## config.mk

```make
export PLATFORM = sky130hd
export DESIGN_NAME = pkt_receiver
export DESIGN_NICKNAME = d
export VERILOG_FILES = /design/src/rtl/pkt_receiver.sv
export SDC_FILE = /design/constraint.sdc
export NUM_CORES = 1
export LEC_CHECK = 0
export ABC_AREA = 0
export CAP_MARGIN = 20
export CORE_AREA = 8 8 519 521
export CTS_CLUSTER_DIAMETER = 150
export DETAILED_ROUTE_END_ITERATION = 10
export DIE_AREA = 0 0 527 529
export SLEW_MARGIN = 5
export SYNTH_ARGS = -nofsm -noshare
export SYNTH_HDL_FRONTEND = slang
export SYNTH_SLANG_ARGS = --single-unit
export TNS_END_PERCENT = 30
```

## constraint.sdc

```tcl
create_clock -name clk -period 11.95 [get_ports clk]
set_clock_uncertainty 0.1 [all_clocks]
set_input_delay 1.7925 -clock clk [delete_from_list [all_inputs] [get_ports clk]]
set_output_delay 1.7925 -clock clk [all_outputs]
set_load 0.05 [all_outputs]
```

## src/rtl/pkt_receiver.sv

```systemverilog
// pkt_receiver: RX-side packet receiver for the top-k kernel.
// Accepts TCP RX notifications, issues one read request at a time, checks
// the returned metadata session, and forwards payload beats downstream as
// {length, sessionID, tlast, tdata} through a single-entry output register.
`timescale 1ns/1ps

module pkt_receiver #(
  parameter int NOTIF_W = 88,
  parameter int DATA_W  = 512,
  parameter int CNT_W   = 32
) (
  input  logic                  clk,
  input  logic                  rst,
  // RX notifications from the TCP/IP stack
  input  logic [NOTIF_W-1:0]    s_axis_notifications_TDATA,
  input  logic                  s_axis_notifications_TVALID,
  output logic                  s_axis_notifications_TREADY,
  // Read requests {length, sessionID}
  output logic [31:0]           m_axis_read_package_TDATA,
  output logic                  m_axis_read_package_TVALID,
  input  logic                  m_axis_read_package_TREADY,
  // RX metadata (sessionID of returned data)
  input  logic [15:0]           s_axis_rx_metadata_TDATA,
  input  logic                  s_axis_rx_metadata_TVALID,
  output logic                  s_axis_rx_metadata_TREADY,
  // RX payload
  input  logic [DATA_W-1:0]     s_axis_rx_data_TDATA,
  input  logic [DATA_W/8-1:0]   s_axis_rx_data_TKEEP,
  input  logic                  s_axis_rx_data_TLAST,
  input  logic                  s_axis_rx_data_TVALID,
  output logic                  s_axis_rx_data_TREADY,
  // Packet stream to the kernel
  output logic [DATA_W+32:0]    pkt_tx_TDATA,
  output logic                  pkt_tx_TVALID,
  input  logic                  pkt_tx_TREADY,
  // Statistics and error
  output logic [CNT_W-1:0]      stat_pkts,
  output logic [CNT_W-1:0]      stat_bytes,
  output logic [CNT_W-1:0]      stat_dropped,
  output logic                  err_session_mismatch
);

  localparam int KEEP_W = DATA_W / 8;
  localparam int POP_W  = $clog2(KEEP_W + 1);
  localparam int PKT_W  = DATA_W + 33;

  typedef enum logic [1:0] {
    S_IDLE,
    S_REQ,
    S_META,
    S_DATA
  } state_t;

  state_t              r_state;
  state_t              w_next_state;

  logic [15:0]         r_session;
  logic [15:0]         r_length;

  logic [PKT_W-1:0]    r_out_data;
  logic                r_out_valid;

  logic [CNT_W-1:0]    r_stat_pkts;
  logic [CNT_W-1:0]    r_stat_bytes;
  logic [CNT_W-1:0]    r_stat_dropped;
  logic                r_err_mismatch;

  logic                w_notif_ready;
  logic                w_req_valid;
  logic                w_meta_ready;
  logic                w_data_ready;
  logic                w_notif_fire;
  logic                w_req_fire;
  logic                w_meta_fire;
  logic                w_data_fire;
  logic                w_out_fire;
  logic                w_last_fire;

  logic [15:0]         w_notif_session;
  logic [15:0]         w_notif_length;
  logic                w_notif_closed;
  logic                w_notif_drop;
  logic [POP_W-1:0]    w_keep_cnt;
  logic                w_unused_notif;

  // Notification field decode; IP and dstPort are not needed on the RX path.
  assign w_notif_session = s_axis_notifications_TDATA[15:0];
  assign w_notif_length  = s_axis_notifications_TDATA[31:16];
  assign w_notif_closed  = s_axis_notifications_TDATA[80];
  assign w_notif_drop    = w_notif_closed || (w_notif_length == 16'd0);
  assign w_unused_notif  = ^{s_axis_notifications_TDATA[NOTIF_W-1:81],
                             s_axis_notifications_TDATA[79:32]};

  // Handshake signals are forced low while reset is held.
  assign w_notif_ready = !rst && (r_state == S_IDLE);
  assign w_req_valid   = !rst && (r_state == S_REQ);
  assign w_meta_ready  = !rst && (r_state == S_META);
  assign w_data_ready  = !rst && (r_state == S_DATA) && (!r_out_valid || pkt_tx_TREADY);

  assign w_notif_fire = s_axis_notifications_TVALID && w_notif_ready;
  assign w_req_fire   = w_req_valid && m_axis_read_package_TREADY;
  assign w_meta_fire  = s_axis_rx_metadata_TVALID && w_meta_ready;
  assign w_data_fire  = s_axis_rx_data_TVALID && w_data_ready;
  assign w_out_fire   = r_out_valid && pkt_tx_TREADY;
  assign w_last_fire  = w_data_fire && s_axis_rx_data_TLAST;

  // Count enabled bytes of the incoming beat.
  always_comb begin
    w_keep_cnt = '0;
    for (int i = 0; i < KEEP_W; i++) begin
      w_keep_cnt = w_keep_cnt + POP_W'(s_axis_rx_data_TKEEP[i]);
    end
  end

  // State register.
  always_ff @(posedge clk) begin
    // NOTE: sequential state uses non-blocking assignments so every register
    // samples the pre-edge values of its inputs, independent of block order.
    if (rst) r_state <= S_IDLE;
    else     r_state <= w_next_state;
  end

  // Next-state logic: one read transaction in flight at a time.
  always_comb begin
    // NOTE: default first so every path assigns the signal and no latch is inferred.
    w_next_state = r_state;
    unique case (r_state)
      S_IDLE: if (w_notif_fire && !w_notif_drop) w_next_state = S_REQ;
      S_REQ:  if (w_req_fire)                    w_next_state = S_META;
      S_META: if (w_meta_fire)                   w_next_state = S_DATA;
      S_DATA: if (w_last_fire)                   w_next_state = S_IDLE;
      default:                                   w_next_state = S_IDLE;
    endcase
  end

  // Latch session and length of an accepted, non-dropped notification.
  always_ff @(posedge clk) begin
    if (w_notif_fire && !w_notif_drop) begin
      r_session <= w_notif_session;
      r_length  <= w_notif_length;
    end
  end

  // Output register occupancy: load wins over unload so back-to-back beats flow.
  always_ff @(posedge clk) begin
    if (rst)              r_out_valid <= 1'b0;
    else if (w_data_fire) r_out_valid <= 1'b1;
    else if (w_out_fire)  r_out_valid <= 1'b0;
  end

  // Output register payload, tagged with the latched session and length.
  always_ff @(posedge clk) begin
    // NOTE: the payload is left out of reset; r_out_valid alone marks it meaningful.
    if (w_data_fire) begin
      r_out_data <= {r_length, r_session, s_axis_rx_data_TLAST, s_axis_rx_data_TDATA};
    end
  end

  // Statistics counters, wrapping modulo 2^CNT_W.
  always_ff @(posedge clk) begin
    if (rst) begin
      r_stat_pkts    <= '0;
      r_stat_bytes   <= '0;
      r_stat_dropped <= '0;
    end else begin
      if (w_last_fire)                  r_stat_pkts    <= r_stat_pkts + 1'b1;
      if (w_data_fire)                  r_stat_bytes   <= r_stat_bytes + CNT_W'(w_keep_cnt);
      if (w_notif_fire && w_notif_drop) r_stat_dropped <= r_stat_dropped + 1'b1;
    end
  end

  // Sticky flag: returned metadata named a different session than requested.
  always_ff @(posedge clk) begin
    if (rst)                                                       r_err_mismatch <= 1'b0;
    else if (w_meta_fire && (s_axis_rx_metadata_TDATA != r_session)) r_err_mismatch <= 1'b1;
  end

  assign s_axis_notifications_TREADY = w_notif_ready;
  assign m_axis_read_package_TDATA   = {r_length, r_session};
  assign m_axis_read_package_TVALID  = w_req_valid;
  assign s_axis_rx_metadata_TREADY   = w_meta_ready;
  assign s_axis_rx_data_TREADY       = w_data_ready;
  assign pkt_tx_TDATA                = r_out_data;
  assign pkt_tx_TVALID               = r_out_valid;
  assign stat_pkts                   = r_stat_pkts;
  assign stat_bytes                  = r_stat_bytes;
  assign stat_dropped                = r_stat_dropped;
  assign err_session_mismatch        = r_err_mismatch;

endmodule

```

# Word-level counts from Yosys, hierarchy flattened
# Index checks and enable logic that the tools add are counted.
# word_totals
regBits,677
in_bits,688
output_inout_bits,679
elab_cells,113
# op_classes
add_sub_neg,66
n_eq_ne,8
mux,7
n_reduce_logical,23
# ops
op,n
$add A7 B1 Y7,57
$add A32 B1 Y32 const B,2
$add A32 B7 Y32,1
$logic_not A16 Y1,1
$ne A16 B16 Y1,1
$logic_and A1 B1 Y1,14
$mux W2,4
$pmux W2 S4,1
$add A6 B1 Y7,1
$add A5 B1 Y6,1
$ne A2 B2 Y1 const B,3
$add A4 B1 Y5,1
$add A3 B1 Y4,1
$eq A2 B2 Y1 const B,2
$reduce_and A4 Y1,1
$add A2 B1 Y3,1
$logic_not A1 Y1,3
$add A1 B1 Y2,1
$eq A2 B1 Y1 const B,1
$logic_not A2 Y1,1
$logic_or A1 B1 Y1,2
$mux W1,2
$ne A2 B1 Y1 const B,1
$reduce_bool A2 Y1,1

# Longest topological paths before layout
# Gate-level depths: netlist of the first run.
# depth
word_depth,64
depth_mapped,21
mapped_depth_nobuf,20

# Least setup slack after synthesis of the first run
# Ideal clock, no wire load.
# synth_path
path_kind,input port to flip-flop
startpoint,input pkt_tx_TREADY
endpoint,"register r_stat_bytes[23], in the netlist stat_bytes[23]"
setup_time_ns,0.060
arrival_ns,9.779
required_ns,11.790
slack_ns,2.010
cell_stages,7
n_path_buf,1
path_cell_list,nand2b_1 > nand3_2 > inv_1 > buf_2 > nand3_1 > or4_1 > nand2_1
# synth_between
elab_chain_len,3
# synth_lines
element,line_no,text
from (decl),35,"input logic pkt_tx_TREADY,"
$logic_or A1 B1 Y1,98,assign w_data_ready = !rst && (r_state == S_DATA) && (!r_out_valid || pkt_tx_TREADY);
$logic_and A1 B1 Y1,98,
$logic_and A1 B1 Y1,103,assign w_data_fire = s_axis_rx_data_TVALID && w_data_ready;
named net w_data_fire,75,logic w_data_fire;
to (signal assigned),167,if (w_data_fire) r_stat_bytes <= r_stat_bytes + CNT_W'(w_keep_cnt);
to (decl),64,logic [CNT_W-1:0] r_stat_bytes;
# The timed path passes the listed nets, and every way through them passes these cells.
# A chain may end at the register's enable or synchronous reset.

# Worst setup path in the final report of the first run
# layout_path
startpoint,input s_axis_rx_data_TKEEP[35]
endpoint,"register r_stat_bytes[28], in the netlist stat_bytes[28]"
# layout_between
elab_chain_len,30
# layout_lines
element,line_no,text
from (decl),28,"input logic [DATA_W/8-1:0] s_axis_rx_data_TKEEP,"
$add A7 B1 Y7 (29 in a row),111,w_keep_cnt = w_keep_cnt + POP_W'(s_axis_rx_data_TKEEP[i]);
$add A32 B7 Y32,167,
# Every way passes these cells.

==> reports/summary.txt, run 1 <==
met1 Use GR: 12.0%
layout cells sized above 1: 6.28%
Nets: 3560
height of the die: 529 um
maximum clock path buffer count: 3
Setup CP Type: primary input to flop
gr ovfl total: 0
Num Clock Sinks: 677
Clock Tree Root: clkbuf_16
Die Width: 527 um
Worst-Margin Slew: 1130 ps
boundary pin count: 1367
Via Count: 19500
setup_tns: 0 ps
DRC violations left: 0
Final Wtd Congestion: 0.952
LEAKAGE: 14.6 nW
Max Fanout on Critical Path: 11
register area share after synthesis: 78.9%
Post-DP HPWL: 166000 um
GR Util All Layers: 12.9%
register area: 0.0193 mm^2
clock slew at reported path FFs: 60 ps
Post-Synthesis Mean Instance Area: 17.6 um^2
initial antenna violation count: 265
min cycle time layout: 8590 ps
Fmax achieved: 0.116 GHz
die area: 0.279 mm^2
pre-CTS WS: 2660 ps
power density over the cells: 170 mW/mm^2
Fin Hold WS: 352 ps
status: finished clean
Final Cycle Share: 71.9%
clk_lat worst skew: 680 ps
normalized max-slew margin: 24.4%
Finished Cell Area: 0.0449 mm^2
Post-synth EDFFs: 577
max-cap violation count: 0
Hold Crit Class: flop to flop
HP Start: r_length[1]
Pre-antenna DRT Iters: 5
number of global-route vias before repair: 19600
Post-DP Area: 0.0419 mm^2
Worst setup EP type: flop
Cell Rows: 188
average wire per standard cell: 30.2 um
area delta synth->final: 83.5%
Starting Density: 9.38%
WP data required: 12400 ps
Yosys Warn Count: 0
busiest grt layer: met2
VDD IR-drop max: 192 uV
Port Buf Inserts: 1311
CTS tree: built
met2 usage: 25.0%
cts hold-fix bufs: 0
Vias/cell: 3.10
total CTS buffers: 93
Critical path origin: s_axis_rx_data_TKEEP[35]
register bit total from synthesis: 677
FILL cells: 28400
reg2reg setup slack: 5120 ps
cts repair resizes: 0
Critical Path Start Type: primary input
final worst slack: 3360 ps
Worst EP arrival: 9040 ps
top_reg_cell synth: edfxtp_1
post-synth design cell area: 0.0245 mm^2
ys async rst share: 0%
post-CTS setup buffer count: 0
first-pass GRT wire length: 230000 um
Post-Syn Nets: 2171
DRT iter0 DRCs: 1318
Post-DRT Antenna Nets: 0
final hold vios: 0
R2R Path Start: stat_bytes[0]
cells after synthesis: 1392
RSZ-0062 raised after global routing: false
Final Setup Violations: 0
final wirelength: 190000 um
area of the multi-input gates: 0.00461 mm^2
post-synthesis cell type count: 61
largest net degree at the start of global routing: 160
Pins Over Slew Limit: 0
H-tree levels: 3
core area: 0.261 mm^2
met3 usage: 6.78%
[synth_stat cells, types with 2 or more instances]
master | number | area, um^2
mux2i_1 | 6 | 60.1
and3_1 | 10 | 62.6
mux2_2 | 9 | 101
o311ai_0 | 3 | 26.3
o41ai_1 | 3 | 26.3
and2_1 | 7 | 43.8
nand3_1 | 38 | 190
inv_1 | 109 | 409
nor4_1 | 21 | 131
ha_1 | 35 | 438
nor3_1 | 13 | 65.1
and4_1 | 9 | 78.8
or2_2 | 3 | 18.8
buf_2 | 7 | 35.0
a21oi_1 | 51 | 255
xor2_1 | 21 | 184
a211oi_1 | 5 | 37.5
fa_1 | 56 | 1120
nand2b_1 | 2 | 12.5
o21a_1 | 3 | 22.5
edfxtp_1 | 577 | 17300
buf_6 | 2 | 22.5
xnor2_1 | 29 | 254
nand2_1 | 41 | 154
o211ai_1 | 5 | 37.5
nand4_2 | 2 | 25.0
nor3b_1 | 2 | 15.0
buf_1 | 4 | 15.0
o31ai_1 | 23 | 173
dfxtp_1 | 100 | 2000
a21boi_0 | 2 | 15.0
nand4_1 | 22 | 138
nor2b_1 | 12 | 75.1
o21ai_0 | 23 | 115
nand3_2 | 2 | 20.0
nor2_1 | 57 | 214
or3_1 | 15 | 93.8
or4_1 | 23 | 173
clkbuf_1 | 18 | 67.6
[final cells by class]
class,instances,area share [%]
flip-flops and latches,677,43.0
repair buffers,1326,29.5
multi-input cells,574,10.3
well taps,3420,9.52
clock buffers,113,5.48
clock inverters,53,1.10
inverters,109,0.927
diodes,28,0.156
[where the power goes]
group	total, mW	switching (mW)	internal, mW
combinational	2.26	1.27	0.984
sequential	2.63	0.0277	2.60
clock	2.75	1.16	1.58
total	7.63	2.47	5.17
[final timing paths]
check | to | depth (start not counted)
min | pkt_tx_TDATA[530] | 0
max | stat_bytes[28] | 20
max reg2reg | stat_bytes[28] | 17
min reg2reg | pkt_tx_TDATA[530] | 0
[state kept, by name, indices dropped and copies added, names as in the netlist]
register	flops
pkt_tx_TDATA	545
stat_bytes	32
stat_dropped	32
stat_pkts	32
r_length	16
r_session	16
r_state	2
err_session_mismatch	1
pkt_tx_TVALID	1
[worst max-delay path, stage by stage]
cell	delay, ps
clkdlybuf4s50_1	460
inv_1	60
fa_1	530
inv_1	50
fa_1	430
fa_1	550
inv_1	60
fa_1	530
inv_1	50
fa_1	520
fa_1	440
fa_1	560
inv_1	60
fa_1	520
fa_1	490
nor2b_1	360
o31a_1	230
o211ai_1	430
a2111oi_2	550
mux2_1	370
[layer usage]
layer	share of wire, %	vias to the layer above
met1	32	9408
met4	2.4	106
met2	54	1419
met3	12	521
li1	-	8048
met5	0.37	-
[stage by stage]
stage                     total power [mW]  std cells  util [%]
after global routing                  8.07       6278      17.2
after floorplan                       4.09       1392         -
after global placement                4.89       6103      16.0
after detailed placement              4.94       6103      16.0
after CTS                             7.79       6269      17.2
final                                 7.63       6300      17.2
[cells by family (layout without fill, tap and decap cells)]
logic type | after synthesis | in the layout | share of synthesized area [%]
adder cells (fa/ha/maj) | 91 | 91 | 6.37
AO/OA/AOI/OAI | 130 | 130 | 3.36
buffers and inverters | 141 | 1601 | 2.26
multiplexers | 16 | 16 | 0.705
XOR/XNOR | 50 | 50 | 1.79
other | 0 | 28 | 0
AND/OR/NAND/NOR | 287 | 287 | 6.57
flip-flops | 677 | 677 | 78.9
[placed cells by master, fill, tap and decap left out, drive strengths merged, types with 6 or more instances in the layout]
cell type      count
and3              11
or3               15
nor4              23
clkinvlp           9
and4               9
or4               23
buf               16
o31ai             23
dfxtp            100
nand4             25
diode             28
clkinv            32
clkbuf           113
nor2              57
a21oi             51
xor2              21
inv              116
xnor2             29
edfxtp           577
fa                56
nor2b             13
nand2             41
clkdlybuf4s50   1310
nor3              13
o21ai             23
nand3             40
mux2i              6
mux2              10
and2               8
ha                35
(Power assumes the default switching activity.)
==> inputs of run 2 (changes only) <==
--- a/config.mk
+++ b/config.mk
@@ -7,10 +7,10 @@
 export LEC_CHECK = 0
 export ABC_AREA = 0
 export CAP_MARGIN = 20
-export CORE_AREA = 8 8 519 521
+export CORE_AREA = 8 8 531 533
 export CTS_CLUSTER_DIAMETER = 150
 export DETAILED_ROUTE_END_ITERATION = 10
-export DIE_AREA = 0 0 527 529
+export DIE_AREA = 0 0 539 541
 export SLEW_MARGIN = 5
 export SYNTH_ARGS = -nofsm -noshare
 export SYNTH_HDL_FRONTEND = slang
==> constraint.sdc (replaced) <==
create_clock -name clk -period 7.2 [get_ports clk]
set_clock_uncertainty 0.1 [all_clocks]
set_input_delay 1.08 -clock clk [delete_from_list [all_inputs] [get_ports clk]]
set_output_delay 1.08 -clock clk [all_outputs]
set_load 0.05 [all_outputs]
==> run 2 against run 1 <==
Compared with the run above:
- routed wire length shrank 2.1%
- critical path type unchanged
- sequential share of layout area is 0.84 points lower
- sequential power grew 66%
- critical path depth stayed put
- count of clock-buffer cells in the layout stayed put
- largest cell class unchanged
- final cell count grew 3.2%
- via count grew 0.65%
- flip-flop and latch count stayed put
- die area rose by 4.6%
==> reports/summary.txt, run 2 (synthesis gave the netlist of run 1 again) <==
height of the die: 541 um (was 529 um)
DR top layer: met5 (unchanged)
status: finished clean (unchanged)
Vias/cell: 3.02 (was 3.10)
min cycle time layout: 7090 ps
HP Start: r_length[14] (was r_length[1])
final wirelength: 186000 um (was 190000 um)
most common library cell in the layout ignoring fill and taps: clkdlybuf4s50_1 (unchanged)
Via Count: 19600 (was 19500)
cts hold-fix bufs: 0 (unchanged)
initial antenna violation count: 235 (was 265)
Final Setup Violations: 0 (unchanged)
Final Wtd Congestion: 0.931 (was 0.952)
DRC violations left: 0 (unchanged)
fin util: 16.8% (was 17.2%)
core area: 0.273 mm^2 (was 0.261 mm^2)
Die Width: 539 um (was 527 um)
Hold Crit Endpoint: pkt_tx_TDATA[543] (was pkt_tx_TDATA[530])
Starting Density: 8.97% (was 9.38%)
number of global-route vias before repair: 19800 (was 19600)
Clock Tree Root: clkbuf_16 (unchanged)
Finished Layout Cells: 6504 (was 6300)
R2R depth: 18 (was 17)
Final Cycle Share: 98.5%
clk_lat worst skew: 780 ps (was 680 ps)
met3 routed WL: 23300 um (about the same)
Port Buf Inserts: 1311 (unchanged)
PnR Total Power: 14.2 mW (was 7.63 mW)
total CTS buffers: 98 (was 93)
max-cap violation count: 0 (unchanged)
CTS tree: built (unchanged)
WL met1: 64400 um (was 60000 um)
Pre-antenna DRT Iters: 5 (unchanged)
Cell Rows: 192 (was 188)
Fmax achieved: 0.141 GHz
boundary pin count: 1367 (unchanged)
gr ovfl total: 0 (unchanged)
area delta synth->final: 87.2% (was 83.5%)
Fin Hold WS: 347 ps (was 352 ps)
max reg flops: 545 (unchanged)
average wire per standard cell: 28.6 um (was 30.2 um)
WP data required: 7760 ps (was 12400 ps)
Max Fanout on Critical Path: 8 (was 11)
area of the multi-input gates: 0.00464 mm^2 (was 0.00461 mm^2)
die area: 0.292 mm^2 (was 0.279 mm^2)
most frequent cells in the layout: 1289 x clkdlybuf4s50_1, 577 x edfxtp_1, 100 x clkbuf_16, 100 x dfxtp_1, 92 x inv_1 (was 1310 x clkdlybuf4s50_1, 577 x edfxtp_1, 108 x inv_1)
Hold Crit Class: flop to flop (unchanged)
layout cells sized above 1: 7.80% (was 6.28%)
normalized max-slew margin: 34.9% (was 24.4%)
R2R Path Start: stat_bytes[0] (unchanged)
worst r2r dst: stat_bytes[28] (unchanged)
GR Util All Layers: 12.1% (was 12.9%)
power density over the cells: 309 mW/mm^2 (was 170 mW/mm^2)
Pins Over Slew Limit: 0 (unchanged)
FILL cells: 29700 (was 28400)
first-pass GRT wire length: 230000 um (about the same)
hold depth: 0 (unchanged)
Worst setup EP type: flop (unchanged)
DRT iter0 DRCs: 1577 (was 1318)
Num Clock Sinks: 677 (unchanged)
Post-DP HPWL: 161000 um (was 166000 um)
final hold vios: 0 (unchanged)
VDD IR-drop max: 746 uV (was 192 uV)
register area: 0.0193 mm^2 (unchanged)
largest net degree at the start of global routing: 129 (was 160)
Nets: 3577 (was 3560)
maximum clock path buffer count: 4 (was 3)
Setup CP Type: primary input to flop (unchanged)
dpl cells: 6286 (was 6103)
clock slew at reported path FFs: 60 ps (about the same)
Worst-Margin Slew: 973 ps (was 1130 ps)
Worst EP arrival: 7650 ps (was 9040 ps)
Detail Route met2 WL: 92700 um (was 102000 um)
LEAKAGE: 15.0 nW (was 14.6 nW)
Post-DRT Antenna Nets: 0 (unchanged)
Critical Path Start Type: primary input (unchanged)
H-tree levels: 3 (unchanged)
reg2reg setup slack: 1070 ps (was 5120 ps)
==> run 2: cell count changes in the layout (fill, tap and decap cells not counted), sizes merged <==
| cell | delta |
|---|---|
| clkinv | -2 |
| clkdlybuf4s50 | -21 |
| bufinv | +14 |
| dlymetal6s2s | +21 |
| clkinvlp | -7 |
| diode | +15 |
| buf | +12 |
| inv | +3 |
==> run 2: stage by stage <==
stage	worst slack, ps	setup TNS, ps	area [um^2]
after floorplan	20.4	0	24500
after global placement	-813	-16130	42200
after detailed placement	-813	-15330	42200
after CTS	79.9	0	45600
after global routing	-9.36	-9.36	45800
final	109	0	45800
==> run 2: repair_timing <==
action                                  in CTS  in global routing
buffers inserted                             0                  1
endpoints found under the setup margin       0                 10
resized for setup                            0                 43
==> run 2: layout make-up <==
type	count	area share, %
clock inverter	61	1.84
tap	3589	9.80
sequential	677	42.2
timing repair buffer	1338	29.3
antenna	43	0.235
inverter	109	0.909
multi-input combinational	574	10.1
clock buffer	113	5.61
==> run 2: worst max-delay path, stage by stage <==
cell	delay, ps
clkdlybuf4s50_1	460
inv_1	90
fa_1	490
fa_1	580
fa_1	440
fa_1	530
fa_1	440
fa_1	490
fa_1	590
fa_1	430
inv_2	70
fa_2	210
inv_2	40
fa_2	360
nor2b_2	140
o31a_1	180
o211ai_1	110
buf_4	240
a2111oi_4	340
mux2_4	330
==> run 2: metal layers <==
layer,vias up,track usage [%]
met2,1490,21.5
met5,-,0
met4,78,3.38
met1,9474,12.4
li1,8120,-
met3,466,6.35
==> run 2: worst max path at each step <==
stage	start	end	slack (ps)	cells after the start
floorplan	s_axis_rx_data_TKEEP[35]	stat_bytes[14]	20	20
global placement	s_axis_rx_data_TKEEP[35]	stat_bytes[28]	-810	21
finish	s_axis_rx_data_TKEEP[9]	stat_bytes[28]	110	20
global route	s_axis_rx_data_TKEEP[5]	stat_bytes[22]	-9	21
CTS	s_axis_rx_data_TKEEP[25]	stat_bytes[28]	80	22
detailed placement	s_axis_rx_data_TKEEP[0]	stat_bytes[28]	-810	20
==> run 2: where the power goes <==
part	switching (mW)	internal (mW)
logic	2.23	2.33
registers	0.0420	4.31
clock network	2.01	3.24
total	4.28	9.88
==> inputs of run 3 (changes only) <==
--- a/config.mk
+++ b/config.mk
@@ -11,6 +11,8 @@
 export CTS_CLUSTER_DIAMETER = 150
 export DETAILED_ROUTE_END_ITERATION = 10
 export DIE_AREA = 0 0 539 541
+export HOLD_SLACK_MARGIN = 0.1
+export PLACE_DENSITY_LB_ADDON = 0.15
 export SLEW_MARGIN = 5
 export SYNTH_ARGS = -nofsm -noshare
 export SYNTH_HDL_FRONTEND = slang
==> run 3 against run 2 <==
Compared with the run above:
- count of clock-buffer cells in the layout up 9
- sequential power about the same
- critical endpoint is now stat_bytes[16]
- die area is the same
- critical path type unchanged
- maximum frequency up 0.90%
==> reports/summary.txt, run 3 (synthesis gave the netlist of run 1 again) <==
status: finished clean (unchanged)
VDD IR-drop max: 464 uV (was 746 uV)
Vias/cell: 2.86 (was 3.02)
power density over the cells: 297 mW/mm^2 (was 309 mW/mm^2)
cts hold-fix bufs: 0 (unchanged)
setup_tns: 0 ps (unchanged)
Post-DRT Antenna Nets: 0 (unchanged)
area of the multi-input gates: 0.00465 mm^2 (was 0.00464 mm^2)
largest net degree at the start of global routing: 124 (was 129)
Via Count: 18700 (was 19600)
die area: 0.292 mm^2 (unchanged)
crit-path cells: dlygate4sd2_1 > inv_2 > fa_1 > inv_2 > fa_2 > inv_1 > fa_1 > fa_1 > fa_1 > fa_1 > fa_1 > fa_1 > inv_2 > fa_2 > inv_2 > fa_2 > nor2b_2 > o31a_1 > o211ai_1 > buf_4 > a211oi_4 > mux2_4 (was clkdlybuf4s50_1 > inv_1 > fa_1 > fa_1 > fa_1 > fa_1 > fa_1 > fa_1 > fa_1 > fa_1 > inv_2 > fa_2 > inv_2 > fa_2 > nor2b_2 > o31a_1 > o211ai_1 > buf_4 > a2111oi_4 > mux2_4)
clk_lat worst skew: 690 ps (was 780 ps)
Hold Crit Endpoint: pkt_tx_TDATA[537] (was pkt_tx_TDATA[543])
Worst-Margin Slew: 975 ps (was 973 ps)
critical path's slowest cell: fa_1 (unchanged)
WP data required: 7680 ps (was 7760 ps)
Pre-antenna DRT Iters: 5 (unchanged)
Final Cycle Share: 97.6% (was 98.5%)
gr ovfl total: 0 (unchanged)
H-tree levels: 3 (unchanged)
number of global-route vias before repair: 19300 (was 19800)
area delta synth->final: 86.0% (was 87.2%)
Final Setup Violations: 0 (unchanged)
initial antenna violation count: 176 (was 235)
boundary pin count: 1367 (unchanged)
maximum clock path buffer count: 3 (was 4)
biggest cell delay along the critical path: 540 ps (was 590 ps)
Worst EP arrival: 7510 ps (was 7650 ps)
Clock Tree Root: clkbuf_16 (unchanged)
max-cap violation count: 0 (unchanged)
final hold vios: 0 (unchanged)
LEAKAGE: 15.0 nW (about the same)
Critical Path Most Common Cell: fa_1 (unchanged)
normalized max-slew margin: 34.8% (was 34.9%)
Fmax achieved: 0.142 GHz (was 0.141 GHz)
Hold Crit Class: flop to flop (unchanged)
Die Width: 539 um (unchanged)
GR Util All Layers: 11.4% (was 12.1%)
Post-DP HPWL: 149000 um (was 161000 um)
HP Start: r_length[8] (was r_length[14])
Num Clock Sinks: 677 (unchanged)
layout cells sized above 1: 8.34% (was 7.80%)
core area: 0.273 mm^2 (unchanged)
hold depth: 0 (unchanged)
RSZ-0062 raised after global routing: false
Cell Rows: 192 (unchanged)
reg2reg setup slack: 910 ps (was 1070 ps)
crit-path leading delay family: adder cells (unchanged)
DRT iter0 DRCs: 940 (was 1577)
Finished Cell Area: 0.0455 mm^2 (was 0.0458 mm^2)
total CTS buffers: 97 (was 98)
max reg flops: 545 (unchanged)
Port Buf Inserts: 1311 (unchanged)
Critical path origin: s_axis_rx_data_TKEEP[37] (was s_axis_rx_data_TKEEP[9])
Worst setup EP type: flop (unchanged)
most common library cell in the layout ignoring fill and taps: clkdlybuf4s50_1 (unchanged)
average wire per standard cell: 27.0 um (was 28.6 um)
Buf/Inv on CP: 7 (was 5)
CTS tree: built (unchanged)
final wirelength: 176000 um (was 186000 um)
Starting Density: 8.97% (unchanged)
Final Wtd Congestion: 0.797 (was 0.931)
R2R depth: 18 (unchanged)
worst r2r dst: stat_bytes[16] (was stat_bytes[28])
height of the die: 541 um (unchanged)
clock slew at reported path FFs: 60 ps (about the same)
R2R Path Start: stat_bytes[0] (unchanged)
register area: 0.0193 mm^2 (unchanged)
FILL cells: 30000 (was 29700)
Post-DP Area: 0.0423 mm^2 (was 0.0422 mm^2)
first-pass GRT wire length: 219000 um (was 230000 um)
Pins Over Slew Limit: 0 (unchanged)
min cycle time layout: 7030 ps (was 7090 ps)
Critical Path Start Type: primary input (unchanged)
Setup CP Type: primary input to flop (unchanged)
DRC violations left: 0 (unchanged)
Max Fanout on Critical Path: 7 (was 8)
Nets: 3589 (was 3577)
most frequent cells in the layout: 1269 x clkdlybuf4s50_1, 577 x edfxtp_1, 100 x dfxtp_1 (was 1289 x clkdlybuf4s50_1, 577 x edfxtp_1, 100 x clkbuf_16, 100 x dfxtp_1, 92 x inv_1)
==> run 3: changes by cell type in the layout (fill, tap and decap cells not counted), sizes merged <==
cell	delta
bufinv	-16
clkdlybuf4s50	-20
inv	-4
dlygate4sd2	+3
clkinvlp	+2
buf	+21
clkinv	+14
dlymetal6s2s	+8
diode	-7
clkbuf	+10
==> run 3: through the flow <==
| stage | setup slack, ps | hold WS, ps | power, mW | std cells | util [%] |
|---|---|---|---|---|---|
| after floorplan | 20.4 | 368 | 6.79 | 1392 | - |
| after global placement | -917 | 337 | 8.91 | 6296 | 15.5 |
| after detailed placement | -984 | 335 | 8.90 | 6297 | 15.5 |
| after CTS | 2.47 | 349 | 13.9 | 6477 | 16.6 |
| after global routing | 5.75 | 358 | 14.4 | 6493 | 16.7 |
| final | 172 | 348 | 13.5 | 6515 | 16.7 |
==> run 3: area by class of cell <==
class / instances / area share [%]
diodes: 36 / 0.198
clock buffers: 122 / 5.69
clock inverters: 57 / 1.00
inverters: 109 / 0.915
multi-input cells: 574 / 10.2
flip-flops and latches: 677 / 42.4
well taps: 3589 / 9.86
repair buffers: 1351 / 29.7
==> run 3: worst max path at each step <==
stage,slack [ps],depth (start not counted),to
after floorplan,20,20,stat_bytes[14]
after global placement,-920,20,stat_bytes[14]
after detailed placement,-980,20,stat_bytes[14]
after CTS,2,20,stat_bytes[20]
after global routing,6,22,stat_bytes[16]
final,170,22,stat_bytes[16]
==> run 3: power breakdown <==
group,switching (mW),internal [mW]
combinational,2.14,2.32
clock,2.04,2.67
sequential,0.0414,4.31
==> run 3: timing repair <==
action	in CTS	in global routing
setup endpoints to repair	10	12
gates resized for setup	17	52
pin swaps	7	34
buffers inserted	1	1
==> run 3: layer usage <==
metal,GRT usage (%),vias up,share of wire (%)
li1,-,8129,-
met1,12.0,8977,36
met2,19.4,1104,48
met3,6.22,402,11
met4,4.07,48,3.7
met5,0,-,0.19
